$ cat config.mk
export PLATFORM = sky130hd
export DESIGN_NAME = microwave_timer
export DESIGN_NICKNAME = d
export VERILOG_FILES = /design/src/rtl/microwave_timer.sv
export SDC_FILE = /design/constraint.sdc
export NUM_CORES = 1
export LEC_CHECK = 0
export BUFFER_PORTS_ARGS = -buffer_cell sky130_fd_sc_hd__buf_2
export CAP_MARGIN = 20
export CORE_MARGIN = 2
export CORE_UTILIZATION = 40
export CTS_CLUSTER_DIAMETER = 60
export CTS_CLUSTER_SIZE = 12
export DETAILED_ROUTE_END_ITERATION = 12
export GPL_ROUTABILITY_DRIVEN = 0
export SYNTH_ARGS = -nofsm -noshare
export SYNTH_HDL_FRONTEND = slang
export SYNTH_SLANG_ARGS = --single-unit
$ cat constraint.sdc
create_clock -name clk -period 2.4 [get_ports clk]
set_input_delay 0.12 -clock clk [delete_from_list [all_inputs] [get_ports clk]]
set_output_delay 0.12 -clock clk [all_outputs]
set_load 0.02 [all_outputs]
$ cat src/rtl/microwave_timer.sv
// Microwave countdown timer: BCD keypad entry, 1 Hz countdown,
// pause/resume on door or stop, and a timed completion beep.
module microwave_timer #(
    parameter int unsigned BEEP_TICKS = 3
) (
    input  logic       clk,
    input  logic       reset,
    input  logic       tick,
    input  logic       key_valid,
    input  logic [3:0] key_digit,
    input  logic       start,
    input  logic       stop,
    input  logic       clear,
    input  logic       door_closed,
    output logic [3:0] min,
    output logic [3:0] sec_tens,
    output logic [3:0] sec_ones,
    output logic       cooking,
    output logic       done,
    output logic       beep
);

    typedef enum logic [1:0] {
        IDLE  = 2'd0,
        COOK  = 2'd1,
        PAUSE = 2'd2,
        DONE  = 2'd3
    } state_t;

    localparam logic [3:0] BEEP_LAST = 4'(BEEP_TICKS - 1);

    state_t      state;
    state_t      state_nxt;
    logic [11:0] tm;
    logic [11:0] tm_nxt;
    logic [11:0] tm_dec;
    logic [3:0]  cnt;
    logic [3:0]  cnt_nxt;
    logic        done_q;
    logic        done_nxt;

    // Entered tens digits 6..9 just count down; only the minute
    // borrow reloads seconds with 59.
    function automatic logic [11:0] bcd_dec(input logic [11:0] t);
        logic [11:0] r;
        if (t[3:0] != 4'd0)
            r = {t[11:4], t[3:0] - 4'd1};
        else if (t[7:4] != 4'd0)
            r = {t[11:8], t[7:4] - 4'd1, 4'd9};
        else
            r = {t[11:8] - 4'd1, 4'd5, 4'd9};
        return r;
    endfunction

    assign tm_dec   = bcd_dec(tm);
    assign min      = tm[11:8];
    assign sec_tens = tm[7:4];
    assign sec_ones = tm[3:0];
    assign done     = done_q;

    always_ff @(posedge clk) begin
        if (reset) begin
            state  <= IDLE;
            tm     <= '0;
            cnt    <= '0;
            done_q <= 1'b0;
        end else begin
            state  <= state_nxt;
            tm     <= tm_nxt;
            cnt    <= cnt_nxt;
            done_q <= done_nxt;
        end
    end

    always_comb begin
        state_nxt = state;
        tm_nxt    = tm;
        cnt_nxt   = '0;
        done_nxt  = 1'b0;
        unique case (state)
            IDLE: begin
                if (clear || stop) begin
                    tm_nxt = '0;
                end else if (start) begin
                    if (door_closed && tm != '0)
                        state_nxt = COOK;
                end else if (key_valid && key_digit <= 4'd9) begin
                    tm_nxt = {tm[7:0], key_digit};
                end
            end
            COOK: begin
                if (clear) begin
                    state_nxt = IDLE;
                    tm_nxt    = '0;
                end else if (stop || !door_closed) begin
                    state_nxt = PAUSE;
                end else if (tick) begin
                    tm_nxt = tm_dec;
                    if (tm_dec == '0) begin
                        state_nxt = DONE;
                        done_nxt  = 1'b1;
                    end
                end
            end
            PAUSE: begin
                if (clear || stop) begin
                    state_nxt = IDLE;
                    tm_nxt    = '0;
                end else if (start && door_closed) begin
                    state_nxt = COOK;
                end
            end
            DONE: begin
                cnt_nxt = cnt;
                // Any user action ends the beep and is consumed.
                if (clear || stop || start || key_valid) begin
                    state_nxt = IDLE;
                    tm_nxt    = '0;
                end else if (tick) begin
                    if (cnt == BEEP_LAST)
                        state_nxt = IDLE;
                    else
                        cnt_nxt = cnt + 4'd1;
                end
            end
        endcase
    end

    always_comb begin
        cooking = (state == COOK);
        beep    = (state == DONE);
    end

endmodule

# Word level (Yosys, flattened, before mapping)
# Cells that the tools add are included.
[word_totals]
register_bits = 19
[op_classes]
n_mux = 25
magnitude_cmp = 1
add_sub_neg = 4
reduce_logical = 18
n_eq_ne = 18
bitwise = 5
[ops]
columns = ["operator", "count"]
rows = [
  ["two-way mux 12 bit", 10],
  ["one-hot mux 12 bit (4 select lines)", 1],
  ["two-way mux 2 bit", 12],
  ["!= test 3 bit, second input constant", 5],
  ["zero test 12 bit", 1],
  ["nonzero test 12 bit", 1],
  ["subtractor 4 x 1 -> 4 bit, second input constant", 3],
  ["!= test 2 bit, second input constant", 4],
  ["one-hot mux 2 bit (4 select lines)", 1],
  ["AND reduction 8 bit", 1],
  ["nonzero test 4 bit", 2],
  ["AND reduction 6 bit", 1],
  ["inverter 1 bit", 5],
  ["OR reduction 5 bit", 1],
  ["adder 4 x 1 -> 4 bit, second input constant", 1],
  ["equality test 2 bit, second input constant", 2],
  ["equality test 4 x 2 -> 1 bit, second input constant", 1],
  ["<= comparator 4 bit, second input constant", 1],
  ["logical OR 1 bit", 4],
  ["!= test 4 x 2 -> 1 bit, second input constant", 1],
  ["!= test 4 x 3 -> 1 bit, second input constant", 1],
  ["logical AND 1 bit", 3],
  ["!= test 3 x 1 -> 1 bit, second input constant", 1],
  ["!= test 3 x 2 -> 1 bit, second input constant", 1],
  ["other kinds (7)", 7],
]

# Depth between registers and ports, before layout
# Gate-level depths: netlist of the first run.
[depth]
depth_word = 9
mapped_depth = 8

# Worst setup path before layout of the first run
# Ideal clock, no wire load.
[synth_timing]
path_kind = "reg-to-reg"
startpoint = "register tm[0]"
endpoint = "register tm[11]"
t_required_ns = 2.266
slack_ns = 0.517
stages_incl_launch_ff = 8
arrival_time_ns = 1.749
path_buffers = 0
path_cell_list = "dfxtp_1 -> inv_1 -> ha_1 -> nor3b_2 -> a31oi_1 -> nand2b_1 -> a221oi_1 -> a211oi_1"
[synth_between]
elab_chain_len = 6
[synth_rtl]
columns = ["element", "line_no", "rtl"]
rows = [
  ["start, declared", "34", "logic [11:0] tm;"],
  ["start signal, assigned", "69", "tm <= tm_nxt;"],
  ["nonzero test 4 bit", "46", "if (t[3:0] != 4'd0)"],
  ["two-way mux 12 bit", "46", ""],
  ["two-way mux 12 bit", "97", "end else if (tick) begin"],
  ["two-way mux 12 bit", "95", "end else if (stop || !door_closed) begin"],
  ["two-way mux 12 bit", "92", "if (clear) begin"],
  ["one-hot mux 12 bit (4 select lines)", "80", "unique case (state)"],
]
# No other way between the ends. The select of a mux whose other input is x is not followed.
# A chain may end at the register's enable or synchronous reset.

# Final worst setup path of the first run
# Ends and elaborated chain as after synthesis.

==> results.cfg, run 1 <==
[outcome]
outcome = finished clean

[timing]
fmax_mhz = 495.0
drv_slew = 0
maxSlewHeadroom = 0.6468
finClkSkew_ns = 0.006965
fin_crit_sh = 0.8417
finalHoldViolations = 0
worstMarginPinSlew_ns = 0.5284
rsz0062_at_grt = false
tns_ns = 0
fin_crit_ns = 2.020
setup_viol = 0

[worst_setup_path]
critPathCaptureType = register
worstPathRequired_ns = 2.61
startpoint_type = register
crit_cells = 8
rr_worst_depth = 8
critPathLaunch = tm[0]
crit_type = reg -> reg
crit_fanout = 9
r2r_setup_slack_ns = 0.38
cpPeakStageDelay_ns = 0.46
timing.rr.end = tm[11]
path_cells = inv_1 -> ha_1 -> nor3b_2 -> buf_4 -> a31oi_1 -> nand2b_1 -> a221oi_1 -> a211oi_1
worstPathArrival_ns = 2.23
crit_family = compound AO/OA/AOI/OAI gates
cp_num_buf_inv = 2
crit_slowest_cell = dfxtp_1
rr_startpoint = tm[0]

[finish]
layout.nets = 212
regArea_um2 = 380.4
final_area_um2 = 1541
layout_commonest_cell = buf_2
antenna_cells = 0
final_util = 0.4693
mostFrequentLayoutCells = buf_2 (26), dfxtp_1 (19), nor2_1 (14)
multiInputGateArea_um2 = 874.6
fin_cells = 238
area_growth_pct = 15.14
fillCellCount = 355
layout-drive-gt1-share = 0.2188

[synth]
syn-instance-count = 166
yosysWarnings = 0
ys.flop_type = dfxtp_1
yosysTopAreaCellShare = 0.2841
syn_area_um2 = 1339
syn_nets = 185
seq_area_frac_synth = 0.2841
yosysTopAreaCell = dfxtp_1
syn-mean-instance-area_um2 = 8.065
synth.area.top_cells = dfxtp_1 (28%), ha_1 (6.5%), a211oi_1 (3.9%)
synth-seq-cells = 19
yosysUniqueCellTypes = 47
async_flop_share = 0
synth-edff-count = 0

[die]
design.core.area_um2 = 3284
rows = 21
die_area_um2 = 3825
start_util = 0.4076
die_h_um = 61.85
io_pins = 27
die_w_um = 61.85

[clock_tree]
cts_resized = 0
htree_levels = 1
clock_sinks = 19
clk_path_buf_depth = 2
cts_tree = done
cts.clk_slew.worst_paths_ns = 0.12
holdBufCountCts = 0
clock_latency_ns = 0.30
cts_inserted_buffers = 3
cts_setup_buffers = 0
root_buffer = clkbuf_4

[global_route]
antenna_found_initial = 0
grt_max_degree = 19
grt_first_pass_wirelength_um = 5671
overflow = 0
grt_pass1_vias = 1188
grt_usage = 0.1973

[placement]
port_buffers = 26
placed_area_um2 = 1514
dp.cells = 234
dp_hpwl_um = 2574

[detailed_routing]
routed-via-count = 1340
viasPerCell = 5.630
drt_pass1_iterations = 4
drtIter0Drc = 85
wl_per_cell_um = 14.83
drt_wl_total_um = 3529
drcViolationCount = 0
postRouteAntennaNets = 0

[min_path]
min_path_cells = 3
hp-class = in -> reg
hp-start = tick
min_to = done

[flow_run]
maxCapViolCount = 0

[power_and_ir_drop]
p_leak_nw = 0.6174
ir_drop_v = 0.0001898
powerDensity_nw_per_um2 = 445.5
## Yosys cell counts, drive strengths merged, types with 2 or more instances
cell	n
nor4	5
o211ai	2
nor2	14
clkbuf	5
buf	4
a221oi	4
nand2b	8
inv	9
nand3	3
xor2	3
nor4b	3
nand2	13
ha	7
nor2b	4
nand3b	2
a211oi	7
mux2i	4
dfxtp	19
and3	2
nand4	4
nor3b	3
o21ai	9
nor3	7
a21oi	7
## per-stage QoR
stage	setup slack (ns)	hold WS, ns	total power, mW
2_1_floorplan	0.5166	0.2837	0.4707
3_3_place_gp	0.4975	0.4341	0.5193
3_5_place_dp	0.4219	0.4412	0.5236
4_1_cts	0.3855	0.1157	0.6952
5_1_grt	0.2023	0.1189	0.7286
6_report	0.3799	0.1213	0.6867
## area by class of cell
cell class	count	area share
Clock buffer	3	0.01461
Clock inverter	1	0.003247
Inverter	9	0.02192
Multi-Input combinational cell	129	0.5674
Sequential cell	19	0.2468
Tap cell	46	0.03734
Timing Repair Buffer	31	0.1088
## tightest hold or removal path, delay by kind of cell
kind	cells	cell delay (ns)
and+or+nand+nor	2	0.16
buffers and inverters	1	0.11
## cells by family after synthesis
| logic type | after synthesis | share of synthesized area |
|---|---|---|
| xor gates and xnor gates | 4 | 0.02617 |
| muxes | 4 | 0.02991 |
| AOI/OAI and AO/OA | 42 | 0.2140 |
| DFF | 19 | 0.2841 |
| and+or+nand+nor | 72 | 0.3178 |
| buffers and inverters | 18 | 0.06261 |
| adders and majority gates | 7 | 0.06542 |
## layer usage
metal	global-route usage	vias up	routed length (um)
met2	0.3113	38	1658
li1	-	663	-
met4	0.05471	0	19
met3	0.02484	2	182
met5	0	-	0
met1	0.2825	637	1669
## where the power goes
group          switching [mW]  internal, mW  total (mW)
Clock                   0.106        0.0620       0.168
Sequential             0.0161         0.324       0.340
Combinational           0.106        0.0725       0.179
Total                   0.228         0.459       0.687
## state kept, by name (all words and copies together), names as in the netlist
register / count
state: 2
done: 1
cnt: 4
tm: 12
## worst max-delay path by stage
stage,end
after floorplan,tm[11]
after global placement,tm[11]
after detailed placement,done
after CTS,tm[11]
after global routing,tm[11]
final,tm[11]
Power figures use the tool's default switching activity.
==> inputs of run 2 (changes only) <==
--- a/config.mk
+++ b/config.mk
@@ -5,6 +5,7 @@
 export SDC_FILE = /design/constraint.sdc
 export NUM_CORES = 1
 export LEC_CHECK = 0
+export ABC_AREA = 1
 export BUFFER_PORTS_ARGS = -buffer_cell sky130_fd_sc_hd__buf_2
 export CAP_MARGIN = 20
 export CORE_MARGIN = 2
==> constraint.sdc (replaced) <==
create_clock -name clk -period 2 [get_ports clk]
set_input_delay 0.1 -clock clk [delete_from_list [all_inputs] [get_ports clk]]
set_output_delay 0.1 -clock clk [all_outputs]
set_load 0.02 [all_outputs]
==> results.cfg, run 2 <==
[worst_setup_path]
critPathCaptureType = register
r2r_setup_slack_ns = 0.20
crit_fanout = 8
startpoint_type = register
rr_worst_depth = 12
worstPathRequired_ns = 2.24
crit_type = reg -> reg
worstPathArrival_ns = 2.04

[synth]
yosysMostFrequentCell = nand2_1
ys.flop_type = dfxtp_1
synthTopCellsByCount = nand2_1 (42), inv_1 (26), a21oi_1 (20), dfxtp_1 (19), nor2_1 (18)
yosysWarnings = 0
synth-seq-cells = 19
seq_area_frac_synth = 0.2879
syn_nets = 219
yosysTopAreaCell = dfxtp_1
synth-edff-count = 0
syn_area_um2 = 1321
yosysUniqueCellTypes = 29
synth.area.top_cells = dfxtp_1 (29%), nand2_1 (12%), a21oi_1 (7.6%)
async_flop_share = 0
syn-mean-instance-area_um2 = 6.606
yosysTopAreaCellShare = 0.2879
syn-instance-count = 200

[power_and_ir_drop]
powerDensity_nw_per_um2 = 1503
ir_drop_v = 0.0005360
p_leak_nw = 0.6895

[timing]
fin_crit_sh = 0.8986
maxSlewHeadroom = 0.6955
setup_viol = 0
whs_ns = 0.03875
finalHoldViolations = 0
worstMarginPinSlew_ns = 0.4562
tns_ns = 0
fin_crit_ns = 1.797
finClkSkew_ns = 0.008739
rsz0062_at_grt = false
drv_slew = 0
fmax_mhz = 556.4

[detailed_routing]
wl_per_cell_um = 12.03
postRouteAntennaNets = 0
drcViolationCount = 0
routed-via-count = 1364
viasPerCell = 4.996
drtIter0Drc = 87
drt_wl_total_um = 3283
drt_pass1_iterations = 4

[global_route]
grt.met3_usage = 0.03361
grt-busiest-layer = met2
antenna_found_initial = 0
gr-usage-met1 = 0.2611
overflow = 0
gr-usage-met2 = 0.3298
grt_usage = 0.2003
grt_pass1_vias = 1327
grt_max_degree = 18
grt_first_pass_wirelength_um = 5678

[die]
design.core.area_um2 = 3103
io_pins = 27
die_area_um2 = 3779
die_w_um = 61.48
start_util = 0.4258
die_h_um = 61.48
rows = 20

[clock_tree]
clock_latency_ns = 0.31
cts_resized = 0
htree_levels = 1
root_buffer = clkbuf_4
cts.clk_slew.worst_paths_ns = 0.12
clk_path_buf_depth = 2
cts_inserted_buffers = 3
clock_sinks = 19
cts_tree = done

[outcome]
outcome = finished clean

[finish]
final_util = 0.4923
area_growth_pct = 15.63
mostFrequentLayoutCells = nand2_1 (42), inv_1 (26), buf_2 (26)
antenna_cells = 0
reg_top3 = tm: 12 flops, cnt: 4 flops, state: 2 flops
layout_commonest_cell = nand2_1
top_register = tm
fin_cells = 273
layout.nets = 249
largest_reg_flops = 12
layout-drive-gt1-share = 0.1878

[placement]
dp.cells = 268
dp_hpwl_um = 2553
port_buffers = 26

[min_path]
min_path_cells = 3
hp-class = in -> reg

[flow_run]
maxCapViolCount = 0
-- run 2: cell types whose count changed in the layout (fill, tap and decap cells not counted), sizes merged, moves of 8 or more --
cell,before,now
nand2,13,45
inv,9,29
nor2,14,24
a21oi,7,20
o21ai,9,18
nand3,3,12
nand2b,8,0
-- run 2: final timing paths --
check / startpoint / end
max: tm[0] / state[1]
min: key_digit[0] / tm[0]
max reg2reg: tm[0] / state[1]
min reg2reg: cnt[0] / cnt[0]
-- run 2: layer usage --
metal,vias up,routed length [um]
li1,716,-
met1,620,1579
met2,24,1539
met3,4,129
met4,0,36
met5,-,0
-- run 2: cells by family after synthesis --
kind of cell               count (synthesis)  share of synthesized area
xor gates and xnor gates                   1                   0.006630
buffers and inverters                     33                     0.1013
adders and majority gates                  7                    0.06628
AOI/OAI and AO/OA                         49                     0.2064
DFF                                       19                     0.2879
and+or+nand+nor                           91                     0.3314
-- run 2: critical path, stage by stage, from the launching register on --
cell     delay (ns)
dfxtp_1        0.37
inv_1          0.15
ha_1           0.24
nand2_4        0.10
nor2_4         0.17
inv_2          0.06
nand2_1        0.07
nand3_1        0.06
nor2_1         0.12
nand3_1        0.11
nand2_1        0.07
nand2_1        0.06
a21oi_1        0.13
-- run 2: final cells by class --
cell class | instances | area [um^2]
clock buffer | 4 | 26.28
fill | 353 | 1575
inverter | 31 | 118.9
multi-input combinational | 148 | 807.0
sequential | 19 | 380.4
tap | 44 | 55.05
timing repair buffer | 27 | 140.1
-- run 2: what timing repair did --
action | in CTS | in global routing
hold endpoints to repair | 2 | 0
buffers inserted | 0 | 0
endpoints found under the setup margin | 0 | 0
hold buffers | 1 | 0
-- run 2: where the power goes --
part	total [mW]	switching, mW	internal [mW]	leakage, nW
Sequential	0.631	0.147	0.484	0.155
Combinational	1.46	0.966	0.489	0.520
Clock	0.209	0.131	0.0779	0.0150
Total	2.30	1.24	1.05	0.690
-- run 2: through the flow --
stage / power, mW / worst slack, ns / cell area [um^2]
after floorplan: 1.759 / 0.2717 / 1321
after global placement: 2.078 / 0.3213 / 1491
after detailed placement: 2.087 / 0.2293 / 1491
after CTS: 2.300 / 0.2027 / 1528
after global routing: 2.523 / 0.02701 / 1528
final: 2.296 / 0.2028 / 1528
==> inputs of run 3 (changes only) <==
--- a/config.mk
+++ b/config.mk
@@ -6,7 +6,7 @@
 export NUM_CORES = 1
 export LEC_CHECK = 0
 export ABC_AREA = 1
-export BUFFER_PORTS_ARGS = -buffer_cell sky130_fd_sc_hd__buf_2
+export BUFFER_PORTS_ARGS = -buffer_cell sky130_fd_sc_hd__buf_4
 export CAP_MARGIN = 20
 export CORE_MARGIN = 2
 export CORE_UTILIZATION = 40
==> results.cfg, run 3 (synthesis gave the netlist of run 2 again) <==
[outcome]
outcome = finished clean

[min_path]
hp-class = in -> reg

[detailed_routing]
drt_pass1_iterations = 4
wl_per_cell_um = 12.37
drtIter0Drc = 64
viasPerCell = 5.070
routed-via-count = 1384
drt_wl_total_um = 3377
postRouteAntennaNets = 0
drcViolationCount = 0

[die]
start_util = 0.4258
rows = 20
die_w_um = 61.48
design.core.area_um2 = 3103
die_h_um = 61.48
io_pins = 27
die_area_um2 = 3779

[clock_tree]
clock_sinks = 19
cts_setup_buffers = 0
root_buffer = clkbuf_4
clock_latency_ns = 0.30
cts_tree = done
clk_path_buf_depth = 2
cts.clk_slew.worst_paths_ns = 0.12
cts_inserted_buffers = 3
htree_levels = 1

[timing]
worstMarginPinSlew_ns = 0.4566
tns_ns = 0
finalHoldViolations = 0
maxSlewHeadroom = 0.6953
fin_crit_ns = 1.777
whs_ns = 0.06495
setup_viol = 0
drv_slew = 0
finClkSkew_ns = 0.009189
fin_crit_sh = 0.8885
fmax_mhz = 562.8

[global_route]
grt_usage = 0.1968
grt_max_degree = 18
grt_first_pass_wirelength_um = 5547
antenna_found_initial = 0
overflow = 0
grt_pass1_vias = 1259

[power_and_ir_drop]
powerDensity_nw_per_um2 = 1489
ir_drop_v = 0.0006459
p_leak_nw = 0.7018

[worst_setup_path]
crit_slowest_cell = dfxtp_1
path_cells = inv_1 -> ha_1 -> nand2_4 -> nor2_4 -> nand2_1 -> xor2_2 -> clkinv_1 -> nand3_1 -> nand2_1 -> nand2_1 -> a21oi_1
cpPeakStageDelay_ns = 0.37
crit_type = reg -> reg
worstPathRequired_ns = 2.20
crit_fanout = 8
startpoint_type = register
critPathCaptureType = register
worstPathArrival_ns = 1.98
cpMostUsedCell = nand2_1

[finish]
top_register = tm
area_growth_pct = 21.12
layout_commonest_cell = nand2_1
layout.nets = 249
layout-drive-gt1-share = 0.1921
fillCellCount = 336
final_area_um2 = 1600
reg_top3 = tm: 12 flops, cnt: 4 flops, state: 2 flops
largest_reg_flops = 12
mostFrequentLayoutCells = nand2_1 (42), inv_1 (26), buf_4 (26)
antenna_cells = 0

[placement]
placed_area_um2 = 1556
dp_hpwl_um = 2526
port_buffers = 26

[flow_run]
maxCapViolCount = 0
==> run 3: cell count changes in the layout (fill, tap and decap cells not counted) <==
cell | before | now
buf_4 | 0 | 26
buf_2 | 26 | 0
xor2_2 | 0 | 1
xor2_1 | 1 | 0
==> run 3: worst max-delay path: cells and delay by family (launching register included) <==
family,cells,cell delay (ns)
AO/OA/AOI/OAI,1,0.06
buffers and inverters,2,0.22
flip-flops,1,0.37
XOR/XNOR,1,0.16
AND/OR/NAND/NOR,6,0.61
adder cells (fa/ha/maj),1,0.24
==> run 3: layout make-up <==
class | instances | area [um^2] | share of cell area
clock buffer | 4 | 26.28 | 0.01642
inverter | 31 | 118.9 | 0.07428
multi-input combinational | 148 | 814.5 | 0.5090
sequential | 19 | 380.4 | 0.2377
tap | 44 | 55.05 | 0.03440
timing repair buffer | 27 | 205.2 | 0.1282
==> run 3: repair_timing <==
| item | CTS | global route |
|---|---|---|
| endpoints found under the setup margin | 0 | 2 |
| hold buffers | 1 | 0 |
| gates resized for setup | 0 | 1 |
| hold endpoints to repair | 2 | 0 |
==> run 3: metrics by stage <==
step / instances / worst slack [ns] / util / power [mW]
global route: 273 / -0.01721 / 0.5157 / 2.613
CTS: 273 / 0.2143 / 0.5133 / 2.365
finish: 273 / 0.2230 / 0.5157 / 2.382
floorplan: 200 / 0.2717 / - / 1.759
global placement: 268 / 0.3146 / 0.5016 / 2.140
detailed placement: 268 / 0.2536 / 0.5016 / 2.146
==> run 3: per-layer routing <==
layer	GRT usage	up-vias	share of wire
met5	0	-	0
met4	0.04559	0	0.0095
met3	0.02521	4	0.057
met2	0.3146	35	0.45
met1	0.2826	619	0.49
li1	-	726	-
==> run 3: worst paths after layout <==
path	from	endpoint	slack, ns	depth (start not counted)
worst min-delay path	key_digit[0]	tm[0]	0.06	3
worst min register to register	cnt[3]	cnt[3]	0.53	2
worst max-delay path	tm[0]	state[0]	0.22	11
worst max register to register	tm[0]	state[0]	0.22	11
==> run 3: power breakdown <==
part           internal (mW)  switching [mW]  leakage (nW)
registers              0.484           0.155         0.155
logic                  0.551           0.988         0.532
clock network         0.0777           0.127        0.0150
